**config.mk**
```make
export PLATFORM = sky130hd
export DESIGN_NAME = multicycle_ctrl
export DESIGN_NICKNAME = d
export VERILOG_FILES = /design/src/rtl/ctrl_pkg.sv /design/src/rtl/alu_op_dec.sv /design/src/rtl/multicycle_ctrl.sv
export SDC_FILE = /design/constraint.sdc
export NUM_CORES = 1
export LEC_CHECK = 0
export ABC_AREA = 1
export CAP_MARGIN = 10
export CORE_MARGIN = 2
export CORE_UTILIZATION = 30
export CTS_CLUSTER_SIZE = 30
export DETAILED_ROUTE_END_ITERATION = 8
export GPL_ROUTABILITY_DRIVEN = 0
export GPL_TIMING_DRIVEN = 0
export MAX_ROUTING_LAYER = met4
export SETUP_SLACK_MARGIN = 0.05
export SYNTH_ARGS = -nofsm -noshare
export SYNTH_HDL_FRONTEND = slang
export SYNTH_SLANG_ARGS = --single-unit
export TNS_END_PERCENT = 30
```
**constraint.sdc**
```tcl
create_clock -name clk -period 1.45 [get_ports clk]
set_input_delay 0.29 -clock clk [delete_from_list [all_inputs] [get_ports clk]]
set_output_delay 0.29 -clock clk [all_outputs]
set_load 0.01 [all_outputs]
```
**src/rtl/ctrl_pkg.sv**
```systemverilog
// Shared definitions for the multi-cycle main controller: FSM states, instruction
// opcodes, R-type funct codes and the 4-bit AluOp encoding the ALU decodes.
package ctrl_pkg;

   typedef enum logic [3:0] {
      S_FETCH  = 4'd0,
      S_DECODE = 4'd1,
      S_MEMADR = 4'd2,
      S_MEMRD  = 4'd3,
      S_MEMWB  = 4'd4,
      S_MEMWR  = 4'd5,
      S_EXEC   = 4'd6,
      S_ALUWB  = 4'd7,
      S_BRANCH = 4'd8,
      S_ADDIEX = 4'd9,
      S_ADDIWB = 4'd10,
      S_JUMP   = 4'd11
   } state_t;

   // Opcodes
   localparam logic [5:0] OP_RTYPE = 6'b000000;
   localparam logic [5:0] OP_LW    = 6'b100011;
   localparam logic [5:0] OP_SW    = 6'b101011;
   localparam logic [5:0] OP_BEQ   = 6'b000100;
   localparam logic [5:0] OP_ADDI  = 6'b001000;
   localparam logic [5:0] OP_J     = 6'b000010;

   // R-type funct codes
   localparam logic [5:0] FUNCT_ADD = 6'b100000;
   localparam logic [5:0] FUNCT_SUB = 6'b100010;
   localparam logic [5:0] FUNCT_AND = 6'b100100;
   localparam logic [5:0] FUNCT_OR  = 6'b100101;
   localparam logic [5:0] FUNCT_XOR = 6'b100110;
   localparam logic [5:0] FUNCT_NOR = 6'b100111;
   localparam logic [5:0] FUNCT_SLT = 6'b101010;

   // AluOp encoding
   localparam logic [3:0] ALUOP_ADD = 4'b0000;
   localparam logic [3:0] ALUOP_SUB = 4'b0010;
   localparam logic [3:0] ALUOP_SLT = 4'b1010;
   localparam logic [3:0] ALUOP_AND = 4'b0100;
   localparam logic [3:0] ALUOP_OR  = 4'b0101;
   localparam logic [3:0] ALUOP_XOR = 4'b0110;
   localparam logic [3:0] ALUOP_NOR = 4'b0111;

endpackage

```
**src/rtl/alu_op_dec.sv**
```systemverilog
// Combinational R-type funct -> AluOp decoder with a valid flag for unknown functs.
module alu_op_dec
   import ctrl_pkg::*;
(
   input  logic [5:0] funct,
   output logic [3:0] alu_op,
   output logic       valid
);

   // Map funct to AluOp; unknown functs fall back to ADD with valid low
   always_comb begin
      alu_op = ALUOP_ADD;
      valid  = 1'b1;
      case (funct)
         FUNCT_ADD: alu_op = ALUOP_ADD;
         FUNCT_SUB: alu_op = ALUOP_SUB;
         FUNCT_AND: alu_op = ALUOP_AND;
         FUNCT_OR:  alu_op = ALUOP_OR;
         FUNCT_XOR: alu_op = ALUOP_XOR;
         FUNCT_NOR: alu_op = ALUOP_NOR;
         FUNCT_SLT: alu_op = ALUOP_SLT;
         default:   valid  = 1'b0;
      endcase
   end

endmodule

```
**src/rtl/multicycle_ctrl.sv**
```systemverilog
// Multi-cycle main control FSM: sequences fetch/decode/execute/memory/write-back,
// drives datapath mux selects and enables, and handshakes with a shared memory.
module multicycle_ctrl
   import ctrl_pkg::*;
#(
   parameter state_t RESET_STATE = S_FETCH
) (
   input  logic       clk,
   input  logic       reset,
   input  logic [5:0] op,
   input  logic [5:0] funct,
   input  logic       zero,
   input  logic       mem_ready,
   output logic       mem_req,
   output logic       mem_write,
   output logic       i_or_d,
   output logic       ir_write,
   output logic       pc_en,
   output logic [1:0] pc_src,
   output logic       alu_src_a,
   output logic [1:0] alu_src_b,
   output logic [3:0] alu_op,
   output logic       reg_write,
   output logic       reg_dst,
   output logic       mem_to_reg,
   output logic       illegal
);

   state_t     state, state_next;
   logic [3:0] dec_alu_op;
   logic       dec_valid;
   logic [3:0] alu_op_hold;

   alu_op_dec u_alu_op_dec (
      .funct  (funct),
      .alu_op (dec_alu_op),
      .valid  (dec_valid)
   );

   // State register with synchronous reset taking priority over every transition
   always_ff @(posedge clk) begin
      if (reset) state <= RESET_STATE;
      else       state <= state_next;
   end

   // Capture the EXEC decode so ALUWB drives the same operation
   always_ff @(posedge clk) begin
      if (reset)                 alu_op_hold <= ALUOP_ADD;
      else if (state == S_EXEC)  alu_op_hold <= dec_alu_op;
   end

   // Next-state and Moore output decode; pc_en/ir_write also look at mem_ready and zero
   always_comb begin
      state_next = S_FETCH;
      mem_req    = 1'b0;
      mem_write  = 1'b0;
      i_or_d     = 1'b0;
      ir_write   = 1'b0;
      pc_en      = 1'b0;
      pc_src     = 2'b00;
      alu_src_a  = 1'b0;
      alu_src_b  = 2'b00;
      alu_op     = ALUOP_ADD;
      reg_write  = 1'b0;
      reg_dst    = 1'b0;
      mem_to_reg = 1'b0;
      illegal    = 1'b0;
      case (state)
         S_FETCH: begin
            mem_req    = 1'b1;
            alu_src_b  = 2'b01;
            ir_write   = mem_ready;
            pc_en      = mem_ready;
            state_next = mem_ready ? S_DECODE : S_FETCH;
         end
         S_DECODE: begin
            alu_src_b = 2'b11;
            case (op)
               OP_LW, OP_SW: state_next = S_MEMADR;
               OP_RTYPE:     state_next = S_EXEC;
               OP_BEQ:       state_next = S_BRANCH;
               OP_ADDI:      state_next = S_ADDIEX;
               OP_J:         state_next = S_JUMP;
               default: begin
                  illegal    = 1'b1;
                  state_next = S_FETCH;
               end
            endcase
         end
         S_MEMADR: begin
            alu_src_a  = 1'b1;
            alu_src_b  = 2'b10;
            state_next = (op == OP_SW) ? S_MEMWR : S_MEMRD;
         end
         S_MEMRD: begin
            mem_req    = 1'b1;
            i_or_d     = 1'b1;
            state_next = mem_ready ? S_MEMWB : S_MEMRD;
         end
         S_MEMWB: begin
            reg_write  = 1'b1;
            mem_to_reg = 1'b1;
         end
         S_MEMWR: begin
            mem_req    = 1'b1;
            mem_write  = 1'b1;
            i_or_d     = 1'b1;
            state_next = mem_ready ? S_FETCH : S_MEMWR;
         end
         S_EXEC: begin
            alu_src_a = 1'b1;
            if (dec_valid) begin
               alu_op     = dec_alu_op;
               state_next = S_ALUWB;
            end else begin
               illegal    = 1'b1;
            end
         end
         S_ALUWB: begin
            reg_write = 1'b1;
            reg_dst   = 1'b1;
            alu_op    = alu_op_hold;
         end
         S_BRANCH: begin
            alu_src_a = 1'b1;
            alu_op    = ALUOP_SUB;
            pc_src    = 2'b01;
            pc_en     = zero;
         end
         S_ADDIEX: begin
            alu_src_a  = 1'b1;
            alu_src_b  = 2'b10;
            state_next = S_ADDIWB;
         end
         S_ADDIWB: begin
            reg_write = 1'b1;
         end
         S_JUMP: begin
            pc_src = 2'b10;
            pc_en  = 1'b1;
         end
         default: state_next = S_FETCH;
      endcase
   end

endmodule
```
## Word-level counts from Yosys, hierarchy flattened

Cells that the tools add are included.

- Output and inout bits: 18
- Bits in registers: 8
- Logic and storage cells: 60
- Input bits: 16

- Equality and inequality tests: 23
- Reductions and logical operators: 10
- Multiplexer cells: 25

Operators with widths:

| cell | count |
|---|---|
| $eq 6x6->1 const B | 9 |
| $pmux 4 s7 | 1 |
| $pmux 4 s6 | 1 |
| $pmux 4 s5 | 1 |
| $eq 4x3->1 const B | 4 |
| $eq 4x4->1 const B | 4 |
| $mux 1 | 12 |
| $mux 3 | 4 |
| $pmux 4 s3 | 1 |
| $eq 4x2->1 const B | 2 |
| $reduce_or 7->1 | 1 |
| $eq 6x2->1 const B | 1 |
| $eq 6x3->1 const B | 1 |
| $eq 6x4->1 const B | 1 |
| $logic_not 6->1 | 1 |
| $pmux 2 s3 | 1 |
| $reduce_or 2->1 | 3 |
| $reduce_or 3->1 | 2 |
| $reduce_or 6->1 | 1 |
| $eq 4x1->1 const B | 1 |
| $logic_not 4->1 | 1 |
| $mux 4 | 1 |
| $pmux 2 s2 | 1 |
| $reduce_or 4->1 | 1 |
| other kinds (2) | 2 |

## Logic depth before layout (Yosys ltp)

Gate-level depths: netlist (run 1).

- Word-level depth: 5
- Gate-level depth with buffers: 11
- Mapped depth without buffers: 11

## Cells and area by module

Synthesis (run 1) repeated with hierarchy kept, for this count alone.

- Cells, all modules: 152
- Area total of the unflattened synthesis: 800.8 µm²

By module, submodules not included:

| module | times used | cells an instance | area each (µm²) | seq. area each (µm²) |
|---|---|---|---|---|
| multicycle_ctrl | 1 | 118 | 650.6 | 160.2 |
| alu_op_dec | 1 | 34 | 150.1 | 0.0 |

## Least setup slack after synthesis (run 1)

No wires, ideal clock.

- Path kind: register to output
- Start point: register state[3]
- End point: output pc_en
- Stages on the path, launching flop included: 6
- Path slack: 0.101 ns
- Path buffers: 0
- Data required time: 1.160 ns
- Data arrival time: 1.059 ns
- Cell sequence: dfxtp_1 -> inv_1 -> nor2_1 -> inv_1 -> nor2_1 -> a211o_2

- Cells in the longest elaborated chain, start to end: 2
- Elaborated cells between the ends (all ways): 4
- Those cells by class: eq/ne (2); mux (1); reduce/logical (1)

RTL lines:

| element | RTL line | source |
|---|---|---|
| start: declaration | multicycle_ctrl.sv:29 | `state_t state, state_next;` |
| start signal: assignment | multicycle_ctrl.sv:43 | `else state <= state_next;` |
| $eq 4x4->1 or $logic_not 4->1 (tied branches) | multicycle_ctrl.sv:68 | `case (state)` |
| $pmux 1 s3 (*) | multicycle_ctrl.sv:68 |  |
| end: declaration | multicycle_ctrl.sv:18 | `output logic pc_en,` |

Every way passes the cells marked *; elsewhere a longest branch is shown, timed or not.

## Worst setup path in the final report (run 1)

- Start point: register state[2]
- End point: output illegal

- Cells in the longest elaborated chain, start to end: 2
- Elaborated cells between the ends (all ways): 3
- Those cells by class: eq/ne (2); mux (1)

RTL lines:

| element | RTL line | source |
|---|---|---|
| $eq 4x3->1 or $eq 4x1->1 (tied branches) | multicycle_ctrl.sv:68 |  |
| $pmux 1 s2 (*) | multicycle_ctrl.sv:68 |  |
| end: declaration | multicycle_ctrl.sv:26 | `output logic illegal` |

Marks and branches as above.

==> impl_metrics.env, run 1 <==
export IMPL_status="finished with violations"
export IMPL_violations="negative setup slack"
export IMPL_arrival_ps=1320
export IMPL_synth_edff_count=0
export IMPL_ys_top_cells_by_count="nand2_1 (37), inv_1 (28), nor2_1 (20)"
export IMPL_crit_path_cell_trace="inv_4, nor2_4, inv_4, nor2_8, inv_6, o21ai_2, buf_2"
export IMPL_place_ws_ps=-726
export IMPL_die_area_mm2=0.00299
export IMPL_cp_start_kind="flip-flop"
export IMPL_num_antenna_cells=0
export IMPL_final_util_pct=57.8
export IMPL_htree_levels=1
export IMPL_syn_nets=159
export IMPL_synth_top_area_share_pct=20.8
export IMPL_viasPerCell=4.61
export IMPL_pin_count=34
export IMPL_grt_overflow_total=0
export IMPL_hold_path_depth=2
export IMPL_reg2regPathDepth=8
export IMPL_core_mm2=0.00245
export IMPL_finalSetupTns_ps=-1840
export IMPL_routed_wl_um=2510
export IMPL_grt_max_degree=7
export IMPL_drive_gt1_share_pct=51.7
export IMPL_yosys_register_bits=8
export IMPL_cts_sinks=8
export IMPL_cts_root_buf="clkbuf_4"
export IMPL_grt_pass1_wl_um=3610
export IMPL_min_to="alu_op_hold[3]"
export IMPL_cts_buffers=3
export IMPL_crit_family="flip-flops"
export IMPL_synth_area_leaders="dfxtp_1 (21%), nand2_1 (18%), inv_1 (14%), nand3_1 (10%), nor2_1 (9.8%)"
export IMPL_yosys_warnings=0
export IMPL_slowest_stage="dfxtp_4"
export IMPL_critPathCaptureType="primary output"
export IMPL_drt_iter0_markers=16
export IMPL_holdCritStartpoint="alu_op_hold[3]"
export IMPL_cp_max_fo=6
export IMPL_finalHoldViolations=0
export IMPL_cap_violations=0
export IMPL_drc=0
export IMPL_clk_path_buf_depth=2
export IMPL_synth_yosys_seq_area_share_pct=20.8
export IMPL_track_usage_pct=16.9
export IMPL_fmax_mhz=622
export IMPL_clk_latency_ps=250
export IMPL_cp_num_buf_inv=4
export IMPL_worst_path_most_repeated_cell="inv_4"
export IMPL_fin_crit_ps=1610
export IMPL_finalClockSkew_ps=3.51
export IMPL_yosys_cell_count_top_type="nand2_1"
export IMPL_rsz0062_at_grt="yes"
export IMPL_die_w_um=54.6
export IMPL_mappedNetlistArea_um2=769
export IMPL_fillers=244
export IMPL_avgSynthCellArea_um2=5.38
export IMPL_min_path_type="reg -> reg"
export IMPL_wire_per_inst_um=10.9
export IMPL_ys_types=15
export IMPL_cpPeakStageDelay_ps=360
export IMPL_reg2reg_to="alu_op_hold[2]"
export IMPL_nets=219
export IMPL_worstMarginPinSlew_ps=179
export IMPL_grt_pass1_vias=920
export IMPL_fin_crit_sh_pct=111
export IMPL_final_setup_viol_count=15
export IMPL_syn_to_final_growth_pct=84.6
export IMPL_synth_largest_area_cell="dfxtp_1"
export IMPL_die_h_um=54.6
export IMPL_num_vias=1065
export IMPL_async_reset_ff_share_pct=0
export IMPL_relSlewSlack_pct=88.0
export IMPL_syn_inst=143
export IMPL_synth_top_flop_cell="dfxtp_1"
export IMPL_dpl_hpwl_um=1720
export IMPL_power_density_mw_per_mm2=390
export IMPL_rows=18
export IMPL_first_pass_iters=4
export IMPL_place_port_buffers=33
export IMPL_antenna_found_initial=0
export IMPL_vdd_ir_drop_max_mv=0.599
export IMPL_initial_utilization_pct=31.3
export IMPL_cts_hold_buf=0
export IMPL_r2r_start="state[2]"
export IMPL_tritoncts="built"
export IMPL_cts_clk_slew_worst_paths_ps=50
export IMPL_drtAntennaViolNets=0
export IMPL_power_mw=0.554
export IMPL_finalMaxSlewViolations=0
export IMPL_p_leak_nw=0.823
export IMPL_path_class="reg -> out"
export IMPL_worstPathRequired_ps=1160
export IMPL_ff2ff_setup_slack_ps=180
export IMPL_setup_slack_ps=-159
==> worst max-delay path by stage <==
stage	start	to	slack, ps	cells past startpoint
2_1_floorplan	state[3]	pc_en	100	5
3_3_place_gp	funct[2]	alu_op[1]	-700	10
3_5_place_dp	funct[2]	alu_op[1]	-730	10
4_1_cts	state[2]	alu_op[2]	-190	7
5_1_grt	state[2]	illegal	-240	7
6_report	state[2]	illegal	-160	7
==> logic make-up after synthesis <==
logic type / after synthesis / synth area share, %
AOI/OAI and AO/OA: 17 / 11.7
DFF: 8 / 20.8
buffers and inverters: 32 / 15.6
and+or+nand+nor: 86 / 51.9
==> cells in the final DEF, fill, tap and decap left out, types with 3 or more instances in the layout <==
master            n
nand2_1          31
buf_4            21
inv_1            19
nand3_1          12
buf_2            11
inv_2            10
nor2_2           10
nor2_4            8
nor2_1            8
nand2_2           6
dlygate4sd2_1     6
clkdlybuf4s15_2   6
a21oi_1           5
buf_6             5
nand3_2           4
dfxtp_1           4
dfxtp_4           4
nand2_4           3
o21ai_1           3
o21ai_2           3
nand4_1           3
o21ai_0           3
clkbuf_4          3
clkbuf_2          3
==> state kept, by name (all words and copies together), names as in the netlist <==
signal       count
alu_op_hold      4
state            4
==> through the flow <==
| stage | instances | area (um2) | hold WS (ps) |
|---|---|---|---|
| finish | 231 | 1420 | 472 |
| CTS | 225 | 1320 | 475 |
| global route | 231 | 1420 | 496 |
| floorplan | 143 | 769 | 359 |
| detailed placement | 206 | 1140 | 468 |
| global placement | 206 | 1140 | 455 |
==> worst min-delay path: stages, from the launching register on <==
cell and delay (ps):
dfxtp_1 310, nand2_1 60, a21oi_1 50
==> timing repair <==
item,in CTS,in global routing
buffers inserted,16,6
setup endpoints to repair,18,19
pin swaps,21,9
resized for setup,131,28
==> cell type report <==
cell class	count	area, um2	area share (%)
multi-input cells	103	618	43.5
repair buffers	55	437	30.7
flip-flops and latches	8	175	12.3
inverters	32	130	9.16
well taps	30	37.5	2.64
clock buffers	3	22.5	1.59
==> power breakdown <==
group	internal [mW]	switching, mW	leakage [nW]
Sequential	0.218	0.00510	0.0677
Clock	0.0941	0.0675	0.0138
Combinational	0.0782	0.0916	0.741
Total	0.390	0.164	0.823
==> per-layer routing <==
metal	track usage [%]	wire, um	part of all wire, %
met1	16.9	964	38
met3	4.37	153	6.1
met2	33.5	1390	55
met4	1.25	4	0.16
met5	-	0	0
Power figures use the tool's default switching activity.
==> run 2: changes to the inputs <==
Settings changed: CORE_MARGIN 2 to 3.
==> run 2 against run 1 <==
Effect of this change:
- the flow still finishes with violations (negative setup slack)
- total power is essentially flat
- final area is 5.5% lower
- maximum frequency fell by 3.2%
- cell count down 4.8%
- wire length fell by 5.8%
- critical path depth is the same
- critical path type is now in -> out
- largest cell class unchanged
- highest routed layer unchanged
==> impl_metrics.env, run 2 (synthesized netlist as in run 1, its figures left out) <==
export IMPL_wire_per_inst_um=10.8
export IMPL_status="finished with violations"
export IMPL_min_path_type="in -> reg"
export IMPL_crit_path_cell_trace="clkdlybuf4s50_1, inv_1, nor2_1, nand2_1, nand2_1, o21ai_2, buf_2"
export IMPL_fin_crit_ps=1660
export IMPL_fmax_mhz=602
export IMPL_nets=210
export IMPL_cts_sinks=8
export IMPL_first_pass_iters=6
export IMPL_grt_overflow_total=0
export IMPL_critPathCaptureType="primary output"
export IMPL_final_common_cell="nand2_1"
export IMPL_cpPeakStageDelay_ps=490
export IMPL_routed_wl_um=2370
export IMPL_cap_violations=0
export IMPL_holdCritStartpoint="funct[0]"
export IMPL_hold_path_depth=3
export IMPL_cts_hold_buf=0
export IMPL_cts_buffers=3
export IMPL_grt_max_degree=7
export IMPL_final_setup_viol_count=16
export IMPL_cts_clk_slew_worst_paths_ps=60
export IMPL_worstPathRequired_ps=1160
export IMPL_power_density_mw_per_mm2=413
export IMPL_place_area_mm2=0.00113
export IMPL_cp_max_fo=2
export IMPL_drive_gt1_share_pct=40.1
export IMPL_rsz0062_at_grt="yes"
export IMPL_grt_pass1_vias=973
export IMPL_worst_path_most_repeated_cell="nand2_1"
export IMPL_path_class="in -> out"
export IMPL_num_vias=1014
export IMPL_drtAntennaViolNets=0
export IMPL_r2r_start="state[2]"
export IMPL_viasPerCell=4.61
export IMPL_clk_latency_ps=260
export IMPL_drc=0
export IMPL_p_leak_nw=0.774
export IMPL_slowest_stage="clkdlybuf4s50_1"
export IMPL_violations="negative setup slack"
export IMPL_num_antenna_cells=0
export IMPL_place_port_buffers=33
export IMPL_drt_iter0_markers=11
export IMPL_clk_path_buf_depth=2
export IMPL_reg2reg_to="state[2]"
export IMPL_setup_slack_ps=-211
export IMPL_die_area_mm2=0.00321
export IMPL_fin_crit_sh_pct=115
export IMPL_largestRegisters="alu_op_hold: 4 flops, state: 4 flops"
export IMPL_pin_count=34
export IMPL_rows=17
export IMPL_vdd_ir_drop_max_mv=0.494
export IMPL_tritoncts="built"
export IMPL_syn_to_final_growth_pct=74.5
export IMPL_arrival_ps=1370
export IMPL_finalHoldViolations=0
export IMPL_fin_area_mm2=0.00134
export IMPL_relSlewSlack_pct=85.1
export IMPL_htree_levels=1
export IMPL_reg2regPathDepth=11
export IMPL_cp_start_kind="input port"
export IMPL_worstMarginPinSlew_ps=223
export IMPL_grt_pass1_wl_um=3970
export IMPL_antenna_found_initial=0
export IMPL_place_ws_ps=-733
export IMPL_initial_utilization_pct=33.2
export IMPL_min_to="alu_op_hold[0]"
export IMPL_final_cell_mix="nand2_1 (33), inv_1 (22), nand3_1 (14)"
export IMPL_die_w_um=56.6
export IMPL_finalMaxSlewViolations=0
export IMPL_track_usage_pct=15.7
export IMPL_dpl_hpwl_um=1740
export IMPL_cts_root_buf="clkbuf_4"
export IMPL_finalClockSkew_ps=6.46
export IMPL_core_mm2=0.00232
export IMPL_die_h_um=56.6
export IMPL_ff2ff_setup_slack_ps=50
-- run 2: metal layers --
| layer | part of all wire, % | up-vias | routed length [um] | GRT usage (%) |
|---|---|---|---|---|
| met1 | 39 | 433 | 933 | 16.8 |
| met2 | 52 | 33 | 1240 | 28.7 |
| met4 | 0.68 | 0 | 16 | 3.05 |
| met3 | 7.5 | 4 | 178 | 4.37 |
| met5 | 0 | - | 0 | - |
| li1 | - | 544 | - | - |
-- run 2: layout make-up --
type                            count  area, um2
Clock buffer                        3       22.5
Fill cell                         245        976
Inverter                           32        133
Multi-Input combinational cell    103        587
Sequential cell                     8        175
Tap cell                           28       35.0
Timing Repair Buffer               46        390
-- run 2: through the flow --
step	TNS, ps	cells	utilization [%]	hold slack, ps	total power [mW]
3_3_place_gp	-6880	204	48.9	454	0.381
6_report	-2280	220	57.9	415	0.555
2_1_floorplan	0	143	-	359	0.296
5_1_grt	-3590	220	57.9	424	0.590
3_5_place_dp	-7150	204	48.9	458	0.382
4_1_cts	-2630	218	55.0	465	0.550
-- run 2: worst max-delay path by stage --
stage                      endpoint  slack (ps)  depth (start not counted)  startpoint
final                       illegal        -210                          7    funct[3]
after CTS                   illegal        -260                          8    state[2]
after detailed placement  alu_op[0]        -730                          8    funct[2]
after global placement      illegal        -730                          8       op[2]
after global routing      alu_op[2]        -290                          8    state[2]
after floorplan               pc_en         100                          5    state[3]
-- run 2: timing repair --
item	in CTS	in global routing
setup buffers	11	2
setup endpoints to repair	18	18
pin swaps	16	10
resized for setup	115	13
-- run 2: worst max-delay path, delay by kind of cell --
family                 cells  cell delay [ps]
buffers and inverters      3              680
AND/OR/NAND/NOR            3              330
AO/OA/AOI/OAI              1               70
-- run 2: power breakdown --
group / internal [mW] / total [mW] / switching [mW]
logic: 0.0753 / 0.163 / 0.0873
registers: 0.217 / 0.221 / 0.00366
clock network: 0.0947 / 0.171 / 0.0764
total: 0.387 / 0.555 / 0.167
==> run 3: changes to the inputs <==
Settings changed: GPL_TIMING_DRIVEN 0 to default, HOLD_SLACK_MARGIN from default to 0.03.
==> run 3 against run 2 <==
Effect of this change:
- the flow still finishes with violations (negative setup slack)
- first-iteration DRC count rose by 27%
- critical path depth fell by 1
- maximum frequency rose by 3.1%
- total power rose by 3.9%
- sequential power rose by 2%
- register-to-register slack improved by 30 ps
- clock power fell by 4%
- final area rose by 16%
- die area did not move
==> impl_metrics.env, run 3 (synthesized netlist as in run 1, its figures left out) <==
export IMPL_status="finished with violations"
export IMPL_violations="negative setup slack"
export IMPL_antenna_found_initial=0
export IMPL_final_util_pct=67.5
export IMPL_p_leak_nw=0.901
export IMPL_rsz0062_at_grt="yes"
export IMPL_cp_start_kind="flip-flop"
export IMPL_fin_area_mm2=0.00156
export IMPL_largestRegisters="alu_op_hold: 4 flops, state: 4 flops"
export IMPL_min_path_type="reg -> reg"
export IMPL_instances_no_fill=247
export IMPL_track_usage_pct=18.0
export IMPL_swShare_pct=29.9
export IMPL_htree_levels=1
export IMPL_cap_violations=0
export IMPL_wire_per_inst_um=11.4
export IMPL_viasPerCell=4.70
export IMPL_cp_max_fo=3
export IMPL_worstMarginPinSlew_ps=271
export IMPL_clk_path_buf_depth=2
export IMPL_finalHoldViolations=0
export IMPL_pin_count=34
export IMPL_seq_power_share_pct=39.1
export IMPL_grt_overflow_total=0
export IMPL_setup_slack_ps=-161
export IMPL_r2r_start="state[0]"
export IMPL_drt_iter0_markers=14
export IMPL_syn_to_final_growth_pct=103
export IMPL_num_antenna_cells=0
export IMPL_nets=237
export IMPL_internal_power_mw=0.404
export IMPL_dp_cells=231
export IMPL_holdCritStartpoint="alu_op_hold[3]"
export IMPL_clk_latency_ps=250
export IMPL_initial_utilization_pct=33.2
export IMPL_arrival_ps=1320
export IMPL_reg2regPathDepth=10
export IMPL_critPathCaptureType="primary output"
export IMPL_cts_sinks=8
export IMPL_cts_root_buf="clkbuf_4"
export IMPL_grt_max_degree=7
export IMPL_worstPathRequired_ps=1160
export IMPL_drc=0
export IMPL_reg2reg_to="state[2]"
export IMPL_die_h_um=56.6
export IMPL_die_area_mm2=0.00321
export IMPL_dpl_hpwl_um=2000
export IMPL_power_density_mw_per_mm2=369
export IMPL_fin_crit_sh_pct=111
export IMPL_tritoncts="built"
export IMPL_finalClockSkew_ps=4.34
export IMPL_final_common_cell="buf_4"
export IMPL_power_switching_mw=0.172
export IMPL_fin_crit_ps=1610
export IMPL_cts_hold_buf=0
export IMPL_path_class="reg -> out"
export IMPL_relSlewSlack_pct=81.8
export IMPL_ff2ff_setup_slack_ps=80
export IMPL_routed_wl_um=2810
export IMPL_final_cell_mix="buf_4 (40), nand2_1 (29), inv_1 (19)"
export IMPL_grt_pass1_wl_um=4600
export IMPL_drive_gt1_share_pct=53.4
export IMPL_cts_buffers=3
export IMPL_drtAntennaViolNets=0
export IMPL_final_setup_viol_count=17
export IMPL_cts_clk_slew_worst_paths_ps=50
export IMPL_place_port_buffers=33
export IMPL_fillers=219
export IMPL_vdd_ir_drop_max_mv=0.611
export IMPL_min_to="alu_op_hold[3]"
export IMPL_finalMaxSlewViolations=0
export IMPL_rows=17
export IMPL_num_vias=1162
export IMPL_combPwrFrac_pct=32.4
export IMPL_core_mm2=0.00232
export IMPL_fmax_mhz=621
export IMPL_first_pass_iters=4
export IMPL_hold_path_depth=2
export IMPL_grt_pass1_vias=1148
export IMPL_place_area_mm2=0.00134
export IMPL_hold_worst_slack_ps=462
export IMPL_die_w_um=56.6
export IMPL_power_share_clock_pct=28.5
## run 3: power groups by stage
stage	Sequential (mW)	Clock, mW	Combinational, mW
detailed placement	0.230	0	0.178
finish	0.225	0.164	0.187
floorplan	0.230	0	0.0666
global placement	0.230	0	0.175
global route	0.226	0.182	0.206
CTS	0.224	0.169	0.172
## run 3: worst max-delay path by stage
stage,from,endpoint,slack [ps],depth (start not counted)
after floorplan,state[3],pc_en,100,5
after global placement,funct[2],alu_op[0],-690,8
after detailed placement,op[5],illegal,-710,8
after CTS,state[2],illegal,-170,7
after global routing,state[3],reg_write,-220,7
final,state[3],pc_en,-160,6
## run 3: critical path, stage by stage (launching register included)
cell     delay, ps
dfxtp_4        360
inv_2          100
nor2_4          50
inv_2           90
nor2_4          60
a211o_2        280
buf_2          140
## run 3: per-stage QoR
| stage | power [mW] | TNS, ps | worst slack [ps] |
|---|---|---|---|
| 2_1_floorplan | 0.296 | 0 | 101 |
| 3_3_place_gp | 0.405 | -7460 | -694 |
| 3_5_place_dp | 0.408 | -7630 | -708 |
| 4_1_cts | 0.565 | -1910 | -173 |
| 5_1_grt | 0.613 | -2770 | -224 |
| 6_report | 0.576 | -1550 | -161 |
## run 3: area by class of cell
type                            instances  area (um2)  share of cell area [%]
Clock buffer                            3        22.5                    1.44
Timing Repair Buffer                   73         569                    36.4
Inverter                               32         125                    8.00
Sequential cell                         8         173                    11.0
Tap cell                               28        35.0                    2.24
Multi-Input combinational cell        103         639                    40.9
## run 3: repair_timing
item | in CTS | in global routing
resized for setup | 122 | 30
pin swaps | 21 | 11
gates cloned | 0 | 0
setup endpoints to repair | 18 | 22
buffers inserted | 11 | 2
## run 3: routing by layer
layer	track usage, %	share of wire [%]	vias to the layer above	routed length, um
met5	-	0	-	0
met4	4.07	0.85	0	24
met3	4.60	7.5	4	211
met2	33.8	56	50	1580
met1	18.6	35	507	995
li1	-	-	601	-
